File: src/rtl/mips_mem_pkg.sv
// Shared types for the data-memory initiator: access sizes, FSM states and the
// byte-lane position helper used by both the lane unit and the top.
package mips_mem_pkg;

    localparam int WORD_W = 32;

    localparam logic [1:0] SZ_BYTE = 2'b00;
    localparam logic [1:0] SZ_HALF = 2'b01;
    localparam logic [1:0] SZ_WORD = 2'b10;

    typedef enum logic [1:0] {
        IDLE = 2'd0,
        RD   = 2'd1,
        WR   = 2'd2,
        RESP = 2'd3
    } state_t;

    // Bit position of the lowest bit of the addressed lane within the word.
    // Big-endian mirrors the lane index: byte 3-offset, half 2-offset.
    function automatic logic [4:0] lane_shift(input logic [1:0] offset,
                                              input logic [1:0] size,
                                              input logic       big_endian);
        logic [1:0] lane_idx;
        lane_idx = 2'b00;
        if (size == SZ_BYTE)
            lane_idx = big_endian ? ~offset : offset;
        else if (size == SZ_HALF)
            lane_idx = big_endian ? {~offset[1], 1'b0} : {offset[1], 1'b0};
        return {lane_idx, 3'b000};
    endfunction

endpackage

File: src/rtl/byte_lane_unit.sv
// Combinational lane logic: merges store data into a fetched word and extracts
// plus sign/zero-extends the addressed lane of a loaded word.
module byte_lane_unit
    import mips_mem_pkg::*;
#(
    parameter bit BIG_ENDIAN = 1'b0
) (
    input  logic [WORD_W-1:0] word,
    input  logic [1:0]        offset,
    input  logic [1:0]        size,
    input  logic              is_signed,
    input  logic [WORD_W-1:0] wdata,
    output logic [WORD_W-1:0] merged,
    output logic [WORD_W-1:0] extracted
);

    logic [4:0]        shift;
    logic [WORD_W-1:0] lane_mask;
    logic [WORD_W-1:0] lane;

    always_comb begin
        shift     = lane_shift(offset, size, BIG_ENDIAN);
        lane_mask = (size == SZ_BYTE) ? 32'h0000_00FF :
                    (size == SZ_HALF) ? 32'h0000_FFFF : 32'hFFFF_FFFF;
        merged    = (word & ~(lane_mask << shift)) | ((wdata & lane_mask) << shift);
        lane      = (word >> shift) & lane_mask;
        extracted = lane;
        if (is_signed && size == SZ_BYTE && lane[7])
            extracted = lane | 32'hFFFF_FF00;
        else if (is_signed && size == SZ_HALF && lane[15])
            extracted = lane | 32'hFFFF_0000;
    end

endmodule

File: src/rtl/mem_access_unit.sv
// Initiator for the word-only data memory: loads, word stores and sub-word
// read-modify-write stores, with alignment/range checking and a one-cycle response.
module mem_access_unit
    import mips_mem_pkg::*;
#(
    parameter int MEM_WORDS  = 2048,
    parameter bit BIG_ENDIAN = 1'b0
) (
    input  logic              clk,
    input  logic              rst,
    input  logic              req_valid,
    output logic              req_ready,
    input  logic              req_write,
    input  logic [1:0]        req_size,
    input  logic              req_signed,
    input  logic [WORD_W-1:0] req_addr,
    input  logic [WORD_W-1:0] req_wdata,
    output logic              resp_valid,
    output logic [WORD_W-1:0] resp_rdata,
    output logic              resp_err,
    output logic [WORD_W-1:0] mem_address,
    output logic [WORD_W-1:0] mem_writedata,
    output logic              mem_read,
    output logic              mem_write,
    input  logic [WORD_W-1:0] mem_readdata,
    output state_t            dbg_state
);

    // Handshake: a request transfers on a rising edge where req_valid && req_ready;
    // req_ready is high only in IDLE outside reset, and the response is a single
    // resp_valid cycle with no back-pressure, never overlapping req_ready.
    state_t            state, state_next;
    logic [WORD_W-1:0] addr_q, wdata_q, word_q;
    logic [1:0]        size_q;
    logic              signed_q, write_q, err_q;
    logic              accept, req_err;
    logic [WORD_W-1:0] merged, extracted;

    assign accept    = req_valid && (state == IDLE) && !rst;
    assign dbg_state = state;

    always_comb begin
        req_err = 1'b0;
        if (req_size == 2'b11)
            req_err = 1'b1;
        if (req_size == SZ_HALF && req_addr[0])
            req_err = 1'b1;
        if (req_size == SZ_WORD && req_addr[1:0] != 2'b00)
            req_err = 1'b1;
        if ({2'b00, req_addr[31:2]} >= 32'(MEM_WORDS))
            req_err = 1'b1;
    end

    always_ff @(posedge clk) begin
        if (rst) begin
            state    <= IDLE;
            addr_q   <= '0;
            wdata_q  <= '0;
            word_q   <= '0;
            size_q   <= SZ_BYTE;
            signed_q <= 1'b0;
            write_q  <= 1'b0;
            err_q    <= 1'b0;
        end else begin
            state <= state_next;
            if (accept) begin
                addr_q   <= req_addr;
                wdata_q  <= req_wdata;
                size_q   <= req_size;
                signed_q <= req_signed;
                write_q  <= req_write;
                err_q    <= req_err;
            end
            if (state == RD)
                word_q <= mem_readdata;
        end
    end

    // Every output is held at its idle value while rst is high, which also
    // suppresses a write that would otherwise land in the reset cycle.
    always_comb begin
        state_next    = state;
        req_ready     = 1'b0;
        resp_valid    = 1'b0;
        resp_err      = 1'b0;
        resp_rdata    = '0;
        mem_read      = 1'b0;
        mem_write     = 1'b0;
        mem_address   = '0;
        mem_writedata = '0;
        if (!rst) begin
            case (state)
                IDLE: begin
                    req_ready = 1'b1;
                    if (req_valid) begin
                        if (req_err)
                            state_next = RESP;
                        else if (req_write && req_size == SZ_WORD)
                            state_next = WR;
                        else
                            state_next = RD;
                    end
                end
                RD: begin
                    mem_read    = 1'b1;
                    mem_address = {addr_q[31:2], 2'b00};
                    state_next  = write_q ? WR : RESP;
                end
                WR: begin
                    mem_write     = 1'b1;
                    mem_address   = {addr_q[31:2], 2'b00};
                    mem_writedata = merged;
                    state_next    = RESP;
                end
                RESP: begin
                    resp_valid = 1'b1;
                    resp_err   = err_q;
                    if (!write_q && !err_q)
                        resp_rdata = extracted;
                    state_next = IDLE;
                end
                default: state_next = IDLE;
            endcase
        end
    end

    // Word stores pass through the merge unchanged (full-width lane mask).
    byte_lane_unit #(
        .BIG_ENDIAN(BIG_ENDIAN)
    ) u_lanes (
        .word      (word_q),
        .offset    (addr_q[1:0]),
        .size      (size_q),
        .is_signed (signed_q),
        .wdata     (wdata_q),
        .merged    (merged),
        .extracted (extracted)
    );

endmodule

File: config.mk
export PLATFORM = sky130hd
export DESIGN_NAME = mem_access_unit
export DESIGN_NICKNAME = d
export VERILOG_FILES = /design/src/rtl/mips_mem_pkg.sv /design/src/rtl/byte_lane_unit.sv /design/src/rtl/mem_access_unit.sv
export SDC_FILE = /design/constraint.sdc
export NUM_CORES = 1
export LEC_CHECK = 0
export CAP_MARGIN = 20
export CORE_UTILIZATION = 42
export DETAILED_ROUTE_END_ITERATION = 6
export HOLD_SLACK_MARGIN = 0.08
export PLACE_DENSITY = 0.83
export SETUP_SLACK_MARGIN = 0.1
export SYNTH_ARGS = -nofsm -noshare
export SYNTH_HDL_FRONTEND = slang
export SYNTH_HIERARCHICAL = 1
export SYNTH_SLANG_ARGS = --single-unit
File: constraint.sdc
create_clock -name clk -period 2.25 [get_ports clk]
set_input_delay 0.5625 -clock clk [delete_from_list [all_inputs] [get_ports clk]]
set_output_delay 0.5625 -clock clk [all_outputs]
set_load 0.02 [all_outputs]
==> impl_metrics.json, run 1 <==
{
  "htree_num_levels": 3,
  "grt_pass1_wl_um": 33990,
  "syn_area_per_cell_um2": 7.948,
  "stdcell_count": 1203,
  "gp_congestion": 0.9229,
  "violations": "setup timing",
  "reg2reg_depth": 7,
  "grt_use_total_pct": 29.64,
  "hold_slack_ns": 0.4669,
  "antenna_left": 0,
  "start_util_pct": 43.24,
  "seq_area_frac_synth_pct": 34.09,
  "chipHeight_um": 122,
  "grt_start_max_net_pins": 87,
  "rsz0062_at_grt": "yes",
  "end_kind": "output port",
  "drc_errors": 0,
  "power.internal_w": 0.005671,
  "die_area_um2": 14880,
  "drive_gt1_share_pct": 36.66,
  "clock.fmax_ghz": 0.3464,
  "outcome": "finished with violations",
  "path_class": "reg2out",
  "synth_cells": 761,
  "drtIter0Drc": 718,
  "tritoncts": "yes",
  "synth_cell_types": 47,
  "async_reset_ff_share_pct": 0,
  "grt_overflow": 0,
  "ios": 206,
  "n_antenna_cell": 0,
  "p_leak_nw": 4.061,
  "hold_end": "addr_q[21]",
  "r2r_slack_ns": 0.61,
  "worst_ep_arrival_time_ns": 2.32,
  "ys_warn_count": 6,
  "powerDensity_nw_per_um2": 898.3,
  "pwr-share-seq_pct": 29.7,
  "synth-seq-cells": 103,
  "cts_sinks": 103,
  "row_count": 43,
  "netlist.area_leader.share_pct": 34.09,
  "fin_nets": 1126,
  "power.clock.fraction_pct": 19.2,
  "synthTopCellsByArea": "dfxtp_1, and2_1, nand2b_1",
  "fillCellCount": 989,
  "dp_cells": 1151,
  "die_x_um": 122,
  "r2r_start": "dbg_state[1]",
  "crit-reg2reg-capture": "word_q[7]",
  "synth-edff-count": 0,
  "ir_drop_mv": 0.5710,
  "crit_fanout": 4,
  "p_sw_w": 0.003373,
  "coreArea_um2": 13990,
  "layout_common_cells": "clkdlybuf4s50_1, buf_6, nand2_1, dfxtp_1, buf_4",
  "antenna_found_initial": 3,
  "synth_ff_type": "dfxtp_1",
  "final_cell_area_um2": 10070,
  "place_hpwl_um": 14640,
  "drtPass1Iterations": 5,
  "port_buffers": 203,
  "clkLatencyLatePin_ns": 0.36,
  "cap_violations": 0,
  "cts_max_path_buffers": 2,
  "slew_headroom_pct": 48.05,
  "finalCritPeriodShare_pct": 128.3,
  "swShare_pct": 37.30,
  "finalMaxSlewViolations": 0,
  "hold_start": "addr_q[21]",
  "start_kind": "flop",
  "first_global_vias": 6611,
  "avgRoutedWirePerCell_um": 20.17,
  "syn_to_final_growth_pct": 66.45,
  "place_area_um2": 8723,
  "postRouteWirelength_um": 24260,
  "cts_made_buffers": 9,
  "pre_cts_ws_ns": -0.5142,
  "yosys.area.top_type": "dfxtp_1",
  "worstMarginPinSlew_ns": 0.7792,
  "clock-skew-final_ns": 0.01154,
  "whs_path_depth": 2,
  "cts_root_buffer": "clkbuf_16",
  "vias_per_cell": 5.766,
  "min_path_type": "reg2reg",
  "setup-violations-final": 94,
  "num_vias": 6936,
  "final_common_cell": "clkdlybuf4s50_1",
  "path_clk_slew_ns": 0.08,
  "worstPathRequired_ns": 1.69,
  "final_hold_viol_count": 0,
  "period_minus_slack_ns": 2.887,
  "synthesis.area_um2": 6048,
  "power_frac_comb_pct": 51.1,
  "fin_ws_ns": -0.6366
}
## state kept, by name, indices dropped and copies added, names as in the netlist
| signal | flops |
|---|---|
| word_q | 32 |
| signed_q | 1 |
| write_q | 1 |
| size_q | 2 |
| addr_q | 32 |
| wdata_q | 32 |
| err_q | 1 |
| dbg_state | 2 |
## synth_stat cells, types with 2 or more instances
| library cell | number |
|---|---|
| dfxtp_1 | 103 |
| nand2_1 | 99 |
| and2_1 | 96 |
| o21ai_0 | 78 |
| nand2b_1 | 73 |
| nor2_1 | 39 |
| clkbuf_1 | 36 |
| mux2i_1 | 32 |
| o21ai_1 | 29 |
| a32oi_1 | 16 |
| a22oi_1 | 15 |
| buf_2 | 15 |
| nor2b_1 | 13 |
| a21oi_1 | 12 |
| mux2_2 | 9 |
| o211ai_1 | 9 |
| a31oi_1 | 8 |
| and3_1 | 8 |
| a22o_1 | 7 |
| clkbuf_2 | 7 |
| mux4_2 | 7 |
| ha_1 | 5 |
| inv_1 | 5 |
| buf_4 | 4 |
| nor4_1 | 4 |
| buf_6 | 3 |
| buf_8 | 3 |
| o31ai_1 | 3 |
| a211oi_1 | 2 |
| buf_1 | 2 |
| nor2b_4 | 2 |
| or3_1 | 2 |
## critical path, stage by stage (launching register included)
cell	delay, ns
dfxtp_2	0.36
or3b_4	0.40
or3_4	0.42
buf_6	0.15
a32oi_2	0.19
o21ai_1	0.13
and2_4	0.16
buf_4	0.15
## stage by stage
stage          setup TNS [ns]  power (W)  utilization, %
2_1_floorplan          -1.084   0.004426               -
3_3_place_gp           -30.69   0.005845           62.36
3_5_place_dp           -33.76   0.005918           62.36
4_1_cts                -27.24   0.008455           68.91
5_1_grt                -36.18   0.009435           71.97
6_report               -30.49   0.009044           71.97
## logic make-up (layout without fill, tap and decap cells)
| logic type | after synthesis | in the layout | synth area share (%) |
|---|---|---|---|
| other | 1 | 2 | 0.06200 |
| buffers and inverters | 75 | 336 | 6.289 |
| and+or+nand+nor | 344 | 344 | 30.53 |
| adders and majority gates | 5 | 5 | 1.034 |
| DFF | 103 | 103 | 34.09 |
| muxes | 48 | 48 | 9.578 |
| AOI/OAI and AO/OA | 185 | 185 | 18.41 |
## final cells by class
cell class | instances | area, µm² | share of cell area (%)
repair buffers | 315 | 3298 | 32.76
inverters | 5 | 27.53 | 0.2734
clock inverters | 5 | 81.33 | 0.8079
multi-input cells | 584 | 4118 | 40.90
flip-flops and latches | 103 | 2074 | 20.61
well taps | 180 | 225.2 | 2.237
clock buffers | 11 | 242.7 | 2.411
## power groups by stage
stage | sequential (W) | clock, W | combinational, W
4_1_cts | 0.00262 | 0.00175 | 0.00408
2_1_floorplan | 0.00251 | 0 | 0.00192
5_1_grt | 0.00270 | 0.00183 | 0.00491
3_5_place_dp | 0.00264 | 0 | 0.00327
3_3_place_gp | 0.00263 | 0 | 0.00321
6_report | 0.00269 | 0.00174 | 0.00462
## worst max path at each step
stage	startpoint	end	slack (ns)	depth (start not counted)
global placement	size_q[1]	resp_rdata[18]	-0.45	7
global route	addr_q[0]	resp_rdata[16]	-0.67	7
CTS	addr_q[0]	resp_rdata[19]	-0.51	7
finish	addr_q[0]	resp_rdata[16]	-0.64	7
floorplan	size_q[1]	resp_rdata[22]	-0.11	8
detailed placement	addr_q[0]	resp_rdata[19]	-0.51	7
## repair_timing
action / in CTS / in global routing
resized for setup: 573 / 162
gates cloned: 8 / 2
buffers inserted: 12 / 18
setup endpoints to repair: 99 / 98
hold buffers: 0 / 0
pin swaps: 34 / 43
## metal layers
layer / global-route usage (%) / up-vias / routed length (µm)
met4: 17.82 / 4 / 1332
met1: 33.64 / 3225 / 8602
li1: - / 3099 / -
met2: 49.19 / 491 / 11510
met3: 8.427 / 117 / 2787
met5: 0 / - / 27
Power figures use the tool's default switching activity.
==> run 2: changes to the inputs <==
Settings changed: SKIP_LAST_GASP from default to 1.
==> run 2 against run 1 <==
  * The flow still finishes with violations (setup timing)
  * Power down 2.3%
  * Sequential share of layout area increased by 0.19 points
  * Cell area down 1.2%
  * Setup slack improved by 0.0080 ns
  * Largest cell class unchanged
  * Largest power group unchanged
==> impl_metrics.json, run 2 (synthesis gave the netlist of run 1 again) <==
{
  "avgRoutedWirePerCell_um": 19.56,
  "grt_use_total_pct": 29.47,
  "cts_max_path_buffers": 2,
  "ir_drop_mv": 0.5265,
  "syn_to_final_growth_pct": 64.50,
  "setup-violations-final": 95,
  "fin_ws_ns": -0.6286,
  "grt_pass1_wl_um": 33760,
  "finalMaxSlewViolations": 0,
  "end_kind": "output port",
  "drtIter0Drc": 613,
  "min_path_type": "reg2reg",
  "worstPathRequired_ns": 1.69,
  "grtUsageMet1_pct": 33.90,
  "powerDensity_nw_per_um2": 888.1,
  "cts_sinks": 103,
  "cts_made_buffers": 9,
  "postRouteWirelength_um": 23410,
  "fin_util_pct": 71.13,
  "vias_per_cell": 5.691,
  "die_x_um": 122,
  "p_leak_nw": 3.936,
  "p_total_w": 0.008836,
  "antenna_left": 0,
  "rsz0062_at_grt": "yes",
  "clock-skew-final_ns": 0.01801,
  "chipHeight_um": 122,
  "path_clk_slew_ns": 0.08,
  "period_minus_slack_ns": 2.879,
  "fin_nets": 1120,
  "violations": "setup timing",
  "coreArea_um2": 13990,
  "n_antenna_cell": 0,
  "clock.fmax_ghz": 0.3474,
  "drive_gt1_share_pct": 33.82,
  "start_kind": "flop",
  "slew_headroom_pct": 46.56,
  "crit_fanout": 5,
  "grtUsageMet2_pct": 48.73,
  "gp_congestion": 0.9229,
  "row_count": 43,
  "die_area_um2": 14880,
  "port_buffers": 203,
  "worstMarginPinSlew_ns": 0.8015,
  "path_class": "reg2out",
  "outcome": "finished with violations",
  "grt_overflow": 0,
  "final_common_cell": "clkdlybuf4s50_1",
  "busiest_layer": "met2",
  "cts_root_buffer": "clkbuf_16",
  "clkLatencyLatePin_ns": 0.36,
  "cap_violations": 0,
  "first_global_vias": 6551,
  "fillCellCount": 1013,
  "tritoncts": "yes",
  "layout_common_cells": "clkdlybuf4s50_1, nand2_1, dfxtp_1, buf_6, nand2b_1",
  "worst_ep_arrival_time_ns": 2.32,
  "place_hpwl_um": 14640,
  "reg.largest.list": "addr_q (32), wdata_q (32), word_q (32)",
  "htree_num_levels": 3,
  "met3_usage_pct": 8.521,
  "final_hold_viol_count": 0,
  "ios": 206,
  "drc_errors": 0,
  "start_util_pct": 43.24,
  "grt_start_max_net_pins": 87,
  "antenna_found_initial": 2,
  "drtPass1Iterations": 5,
  "finalCritPeriodShare_pct": 127.9,
  "num_vias": 6812
}
run 2: cell count changes in the layout (fill, tap and decap cells not counted), moves of 7 or more:
cell | before | now
mux2_4 | 8 | 1
clkdlybuf4s15_2 | 0 | 23
buf_4 | 79 | 67
and2_1 | 24 | 40
mux2_2 | 1 | 8
o21ai_0 | 55 | 63
buf_6 | 99 | 82
and2_4 | 73 | 57
run 2: final cells by class:
class                   instances  area (µm²)  share of cell area [%]
clock buffers                  11       242.7                   2.440
clock inverters                 5       81.33                  0.8174
inverters                       5       21.27                  0.2138
multi-input cells             584        4006                   40.27
flip-flops and latches        103        2069                   20.80
well taps                     180       225.2                   2.264
repair buffers                309        3303                   33.20
run 2: final timing paths:
| path | end | slack [ns] | cells past startpoint | startpoint |
|---|---|---|---|---|
| worst max-delay path | resp_rdata[26] | -0.63 | 7 | size_q[1] |
| worst min-delay path | addr_q[21] | 0.47 | 2 | addr_q[21] |
| worst max register to register | word_q[7] | 0.62 | 7 | dbg_state[1] |
| worst min register to register | addr_q[21] | 0.47 | 2 | addr_q[21] |
run 2: timing repair:
action	CTS	global route
hold endpoints to repair	0	0
hold buffers	0	0
setup endpoints to repair	99	98
pin swaps	33	41
buffers inserted	12	11
gates resized for setup	548	76
gates cloned	8	4
run 2: critical path, cell delays in order (launching register included):
cell	delay (ns)
dfxtp_2	0.35
or3b_4	0.41
or3_4	0.42
buf_6	0.15
a32oi_1	0.24
o21ai_1	0.12
and2_4	0.15
buf_6	0.12
run 2: metal layers:
layer | vias up | wire [µm]
li1 | 3087 | -
met5 | - | 13
met4 | 2 | 1140
met1 | 3157 | 8456
met3 | 94 | 2664
met2 | 472 | 11140
run 2: where the power goes:
part,switching [W],internal (W)
logic,0.00210,0.00233
clock network,0.000725,0.00101
registers,0.000439,0.00223
total,0.00326,0.00557
run 2: per-stage QoR:
step | setup TNS, ns | setup WS (ns) | instance area, µm² | hold slack [ns] | cells
after floorplan | -1.084 | -0.1118 | 6117 | 0.4376 | 762
after global placement | -30.69 | -0.4532 | 8723 | 0.4469 | 1151
after detailed placement | -33.76 | -0.5142 | 8723 | 0.4530 | 1151
after CTS | -27.96 | -0.5116 | 9583 | 0.4701 | 1187
after global routing | -35.09 | -0.6875 | 9950 | 0.4977 | 1197
final | -28.63 | -0.6286 | 9950 | 0.4678 | 1197
==> run 3: changes to the inputs <==
Settings changed: GPL_ROUTABILITY_DRIVEN from default to 0.
==> results of run 3 <==
Final layout, timing and power as in run 2 (identical DEF).
==> RTL edit 1: new RTL, settings of run 2 <==
`BIG_ENDIAN` is set to 1'b0 in 2 places; all go to 1'b1.
--- a/src/rtl/byte_lane_unit.sv
+++ b/src/rtl/byte_lane_unit.sv
@@ -4,5 +4,5 @@
     import mips_mem_pkg::*;
 #(
-    parameter bit BIG_ENDIAN = 1'b0
+    parameter bit BIG_ENDIAN = 1'b1
 ) (
     input  logic [WORD_W-1:0] word,
--- a/src/rtl/mem_access_unit.sv
+++ b/src/rtl/mem_access_unit.sv
@@ -5,5 +5,5 @@
 #(
     parameter int MEM_WORDS  = 2048,
-    parameter bit BIG_ENDIAN = 1'b0
+    parameter bit BIG_ENDIAN = 1'b1
 ) (
     input  logic              clk,
Behaviour: not the same (Yosys sat finds a counterexample within 4 cycles, from zero or initial values and one cycle with rst high).
==> RTL edit 1 against run 2 <==
The run still ends with setup timing left; clock power fell by 9.8%; routed wire length rose by 5.0%; design area rose by 2.5%; count of clock-buffer cells in the layout decreased by 1; power rose by 5.8%; utilization rose by 1.8 points; area after synthesis grew 0.48%; setup slack improved by 180 ps; sequential cell count did not move; critical path type unchanged; largest cell class unchanged.
==> RTL edit 1: results (changes against run 2) <==
fin_ws_ps: -445.5  # +183.1 ps
worst-endpoint-arrival_ps: 2130  # -190 ps
port_buffers: 203  # unchanged
tns_ps: -21420  # +7207 ps
hp-class: "register to register"
r2r_cells: 8  # +1
synth_cell_type_count: 53  # +13%
setup.worst_path.start: "word_q[31]"
top_layer_used: "met4"
critPathMaxFanout: 7  # +2
drive_above_1_share_pct: 37.86  # +4.0 points
firstDrtPassIters: 5  # unchanged
grt_pass1_vias: 6259  # -4.5%
wl_um: 24580  # +5.0%
synthMuxAreaShare_pct: 8.071  # -1.5 points
critical_path.endpoint: "resp_rdata[11]"
synthAdderAreaFrac_pct: 1.029  # -0.0049 points
synthTopCellsByArea: "dfxtp_1 (34%), and2_1 (11%), nand2b_1 (7.3%), nand2_1 (7.3%), mux2i_1 (6.6%)"
grt_usage_pct: 29.75  # +0.27 points
wl_met3_um: 2563  # -3.8%
grt_pass1_wl_um: 33640  # -0.35%
status: "complete, but fails checks"
viasPerCell: 5.548  # -2.5%
synth-warning-count: 6  # unchanged
clk_path_buf_depth: 2  # unchanged
hpwl_um: 14400  # -1.7%
met2_length_um: 11450  # +2.8%
grt_max_degree: 102  # +17%
relSlewSlack_pct: 36.47  # -10 points
yosysSeqAreaShare_pct: 33.93  # -0.16 points
drt_iter0_drc: 717  # +17%
antenna_found_initial: 2  # unchanged
gp_routability_congestion: 0.9326  # +1.1%
yosys-top-cells-count: "nand2_1 (118), and2_1 (103), dfxtp_1 (103)"
setup_viol: 86  # -9.5%
violations: "setup timing"
clkTransAtPathRegs_ps: 70
wl_met1_um: 8982  # +6.2%
reg2reg_to: "dbg_state[0]"
final.fill_count: 994  # -1.9%
dp_slack_ps: -491.3  # +22.94 ps
r2r_slack_ps: 270  # -350 ps
peakVddDrop_uv: 535.3  # +1.7%
reg_top3: "addr_q (32), wdata_q (32), word_q (32)"
leakage_uw: 0.004240  # +7.7%
fin_skew_ps: 13.50  # -4.507 ps
reg2reg_from: "dbg_state[0]"
synth_compound_area_share_pct: 15.73  # -2.7 points
fin_nets: 1141  # +1.9%
==> RTL edit 1: metal layers <==
layer,track usage (%),up-vias
met1,34.31,3092
met2,48.67,429
met3,9.154,125
li1,-,3112
met5,0,-
met4,16.92,0
==> RTL edit 1: critical path: stages, from the launching register on <==
cell	delay [ps]
dfxtp_2	350
inv_2	50
o311ai_4	300
buf_4	170
o2111ai_4	210
a221oi_2	390
and2_1	190
buf_6	120
==> RTL edit 1: final cells by class <==
type / instances / area, um2 / area share [%]
tap: 180 / 225.2 / 2.208
clock buffer: 10 / 239.0 / 2.343
sequential: 103 / 2078 / 20.38
inverter: 5 / 23.77 / 0.2331
multi-input combinational: 596 / 4312 / 42.27
clock inverter: 6 / 52.55 / 0.5152
timing repair buffer: 318 / 3269 / 32.05
==> RTL edit 1: cells by family (layout without fill, tap and decap cells) <==
kind of cell | Yosys count | count (layout)
AND/OR/NAND/NOR | 391 | 392
AO/OA/AOI/OAI | 149 | 149
flip-flops | 103 | 103
buffers and inverters | 68 | 339
multiplexers | 48 | 48
adder cells (fa/ha/maj) | 5 | 5
other | 1 | 2
==> RTL edit 1: timing repair <==
item                       4_1_cts  5_1_grt
setup endpoints to repair       99       97
gates cloned                     5        3
pin swaps                       35       40
gates resized for setup        640      116
setup buffers                   27       17
==> RTL edit 1: worst min path at each step <==
stage / from / endpoint / slack (ps) / cells past startpoint
detailed placement: addr_q[30] / addr_q[30] / 450 / 2
CTS: addr_q[28] / addr_q[28] / 470 / 2
floorplan: addr_q[11] / addr_q[11] / 440 / 2
global route: addr_q[28] / addr_q[28] / 480 / 2
global placement: addr_q[14] / addr_q[14] / 450 / 2
finish: addr_q[30] / addr_q[30] / 470 / 2
==> RTL edit 1: where the power goes <==
part	internal, uW	total [uW]	switching, uW	leakage [uW]
clock network	799	1560	758	0.000138
logic	2620	5050	2430	0.00326
registers	2230	2730	501	0.000846
total	5650	9350	3690	0.00424
==> RTL edit 1: through the flow <==
step	hold slack [ps]	instance area (um2)	std cells
3_5_place_dp	452.4	8586	1153
4_1_cts	469.3	9667	1201
3_3_place_gp	446.4	8586	1153
2_1_floorplan	437.6	6083	766
5_1_grt	481.6	10200	1218
6_report	468.6	10200	1218
==> RTL edit 2: new RTL, flow settings as in run 2 <==
Without the edit above. Make the reset (`rst`) asynchronous in one clocked block.
--- a/src/rtl/mem_access_unit.sv
+++ b/src/rtl/mem_access_unit.sv
@@ -52,5 +52,5 @@
     end
 
-    always_ff @(posedge clk) begin
+    always_ff @(posedge clk or posedge rst) begin
         if (rst) begin
             state    <= IDLE;
Function: differs if rst is asserted again (counterexample within 4 cycles, from zero or initial values and one cycle with rst high); with rst held inactive, the same outputs for 10 cycles.
==> RTL edit 2 against run 2 <==
The flow still finishes with violations (setup timing); routed wire length is 7.6% lower; power is 61% higher; setup slack worse by 14 ps; synthesized cell count is 29% lower; die area hardly changed; register-to-register slack worse by 210 ps; worst hold slack better by 40 ps; critical path type unchanged; design area is 2.8% lower; largest power group unchanged; critical path depth is 1 lower; utilization is 2.0 points lower; sequential cell count stayed put; critical endpoint is now resp_rdata[22]; area after synthesis hardly changed; final cell count is 17% lower.
==> RTL edit 2: results (changes against run 2) <==
yosys-top-cells-count: "mux2_2 (108), dfrtp_1 (103), and2_1 (96)"
clockBufferCount: 10  # -1
setup.worst_path.start: "size_q[0]"
fin_ws_ps: -643.0  # -14.37 ps
dp_slack_ps: -732.4  # -218.2 ps
synth-main-ff-cell: "dfrtp_1"
status: "complete, but fails checks"
n_all_buffers: 296  # -4.2%
yosysSeqAreaShare_pct: 42.63  # +8.5 points
reg2reg_from: "dbg_state[1]"
critPathMaxFanout: 6  # +1
seq_cells: 103  # unchanged
setup_viol: 95  # unchanged
p_clk_share_pct: 11.8  # -7.8 points
critical_path.endpoint: "resp_rdata[22]"
worst_hold_slack_ps: 507.8  # +40.00 ps
placedCellCount: 946  # -18%
sh_seq_area_pct: 26.68  # +5.9 points
min_path_cells: 1  # -1
reg_top3: "addr_q (32), wdata_q (32), word_q (32)"
grt_pass1_wl_um: 32170  # -4.7%
drt_iter0_drc: 605  # -1.3%
synth_cell_type_count: 51  # +8.5%
vias: 5653  # -17%
hp-class: "register to register"
fin_skew_ps: 9.359  # -8.650 ps
drive_above_1_share_pct: 51.84  # +18 points
combPwrFrac_pct: 61.3  # +11 points
gp_routability_congestion: 0.9171  # -0.63%
combinationalPower_uw: 8710  # +97%
postSynth.asyncResetShare_pct: 100.0  # +100 points
grt_max_degree: 83  # -4.6%
hpwl_um: 14370  # -1.9%
min_delay_worst_endpoint: "addr_q[20]"
layout.cells.non_filler: 995  # -17%
leakage_uw: 0.004326  # +9.9%
wl_um: 21630  # -7.6%
final-clk-cell-share_pct: 3.235  # -0.022 points
grt_pass1_vias: 5803  # -11%
fin_nets: 918  # -18%
placed_area_um2: 8720  # about the same
final-nonclk-buf-share_pct: 30.48  # -2.7 points
clk_latency_ps: 360  # about the same
firstDrtPassIters: 6  # +1
synthTopCellsByArea: "dfrtp_1 (43%), mux2_2 (20%), and2_1 (9.9%), a221o_1 (3.8%), mux4_2 (2.2%)"
min_from: "addr_q[20]"
violations: "setup timing"
multi_input_area_um2: 3562  # -11%
reg2reg_to: "wdata_q[28]"
nonClockInverterCount: 8  # +3
peakVddDrop_uv: 845.0  # +60%
tns_ps: -34980  # -6353 ps
final.fill_count: 959  # -5.3%
intPower_uw: 8581  # +54%
[RTL edit 2: cells by family (layout without fill, tap and decap cells)]
logic type               after synthesis  after routing  share of synthesized area (%)
AO/OA/AOI/OAI                         96             99                          11.78
adder cells (fa/ha/maj)                5              5                          1.035
buffers and inverters                 52            319                          4.843
flip-flops                           103            103                          42.63
multiplexers                         117            117                          23.12
other                                  1              3                        0.06203
AND/OR/NAND/NOR                      169            169                          16.54
[RTL edit 2: per-layer routing]
layer	global-route usage (%)	vias to the layer above	part of all wire, %
li1	-	2491	-
met1	35.53	2734	37
met2	47.63	368	49
met3	6.461	60	10
met4	14.20	0	3.6
met5	0	-	0
[RTL edit 2: repair_timing]
item,in CTS,in global routing
resized for setup,497,107
buffers inserted,12,17
gates cloned,10,1
endpoints found under the setup margin,99,99
endpoints found under the hold margin,0,0
pin swaps,23,15
[RTL edit 2: critical path: stages (launching register included)]
cell and delay (ps):
dfrtp_1 380, or3b_4 430, o22a_4 240, o2111a_2 340, a221o_1 310, and2_4 150, buf_6 120
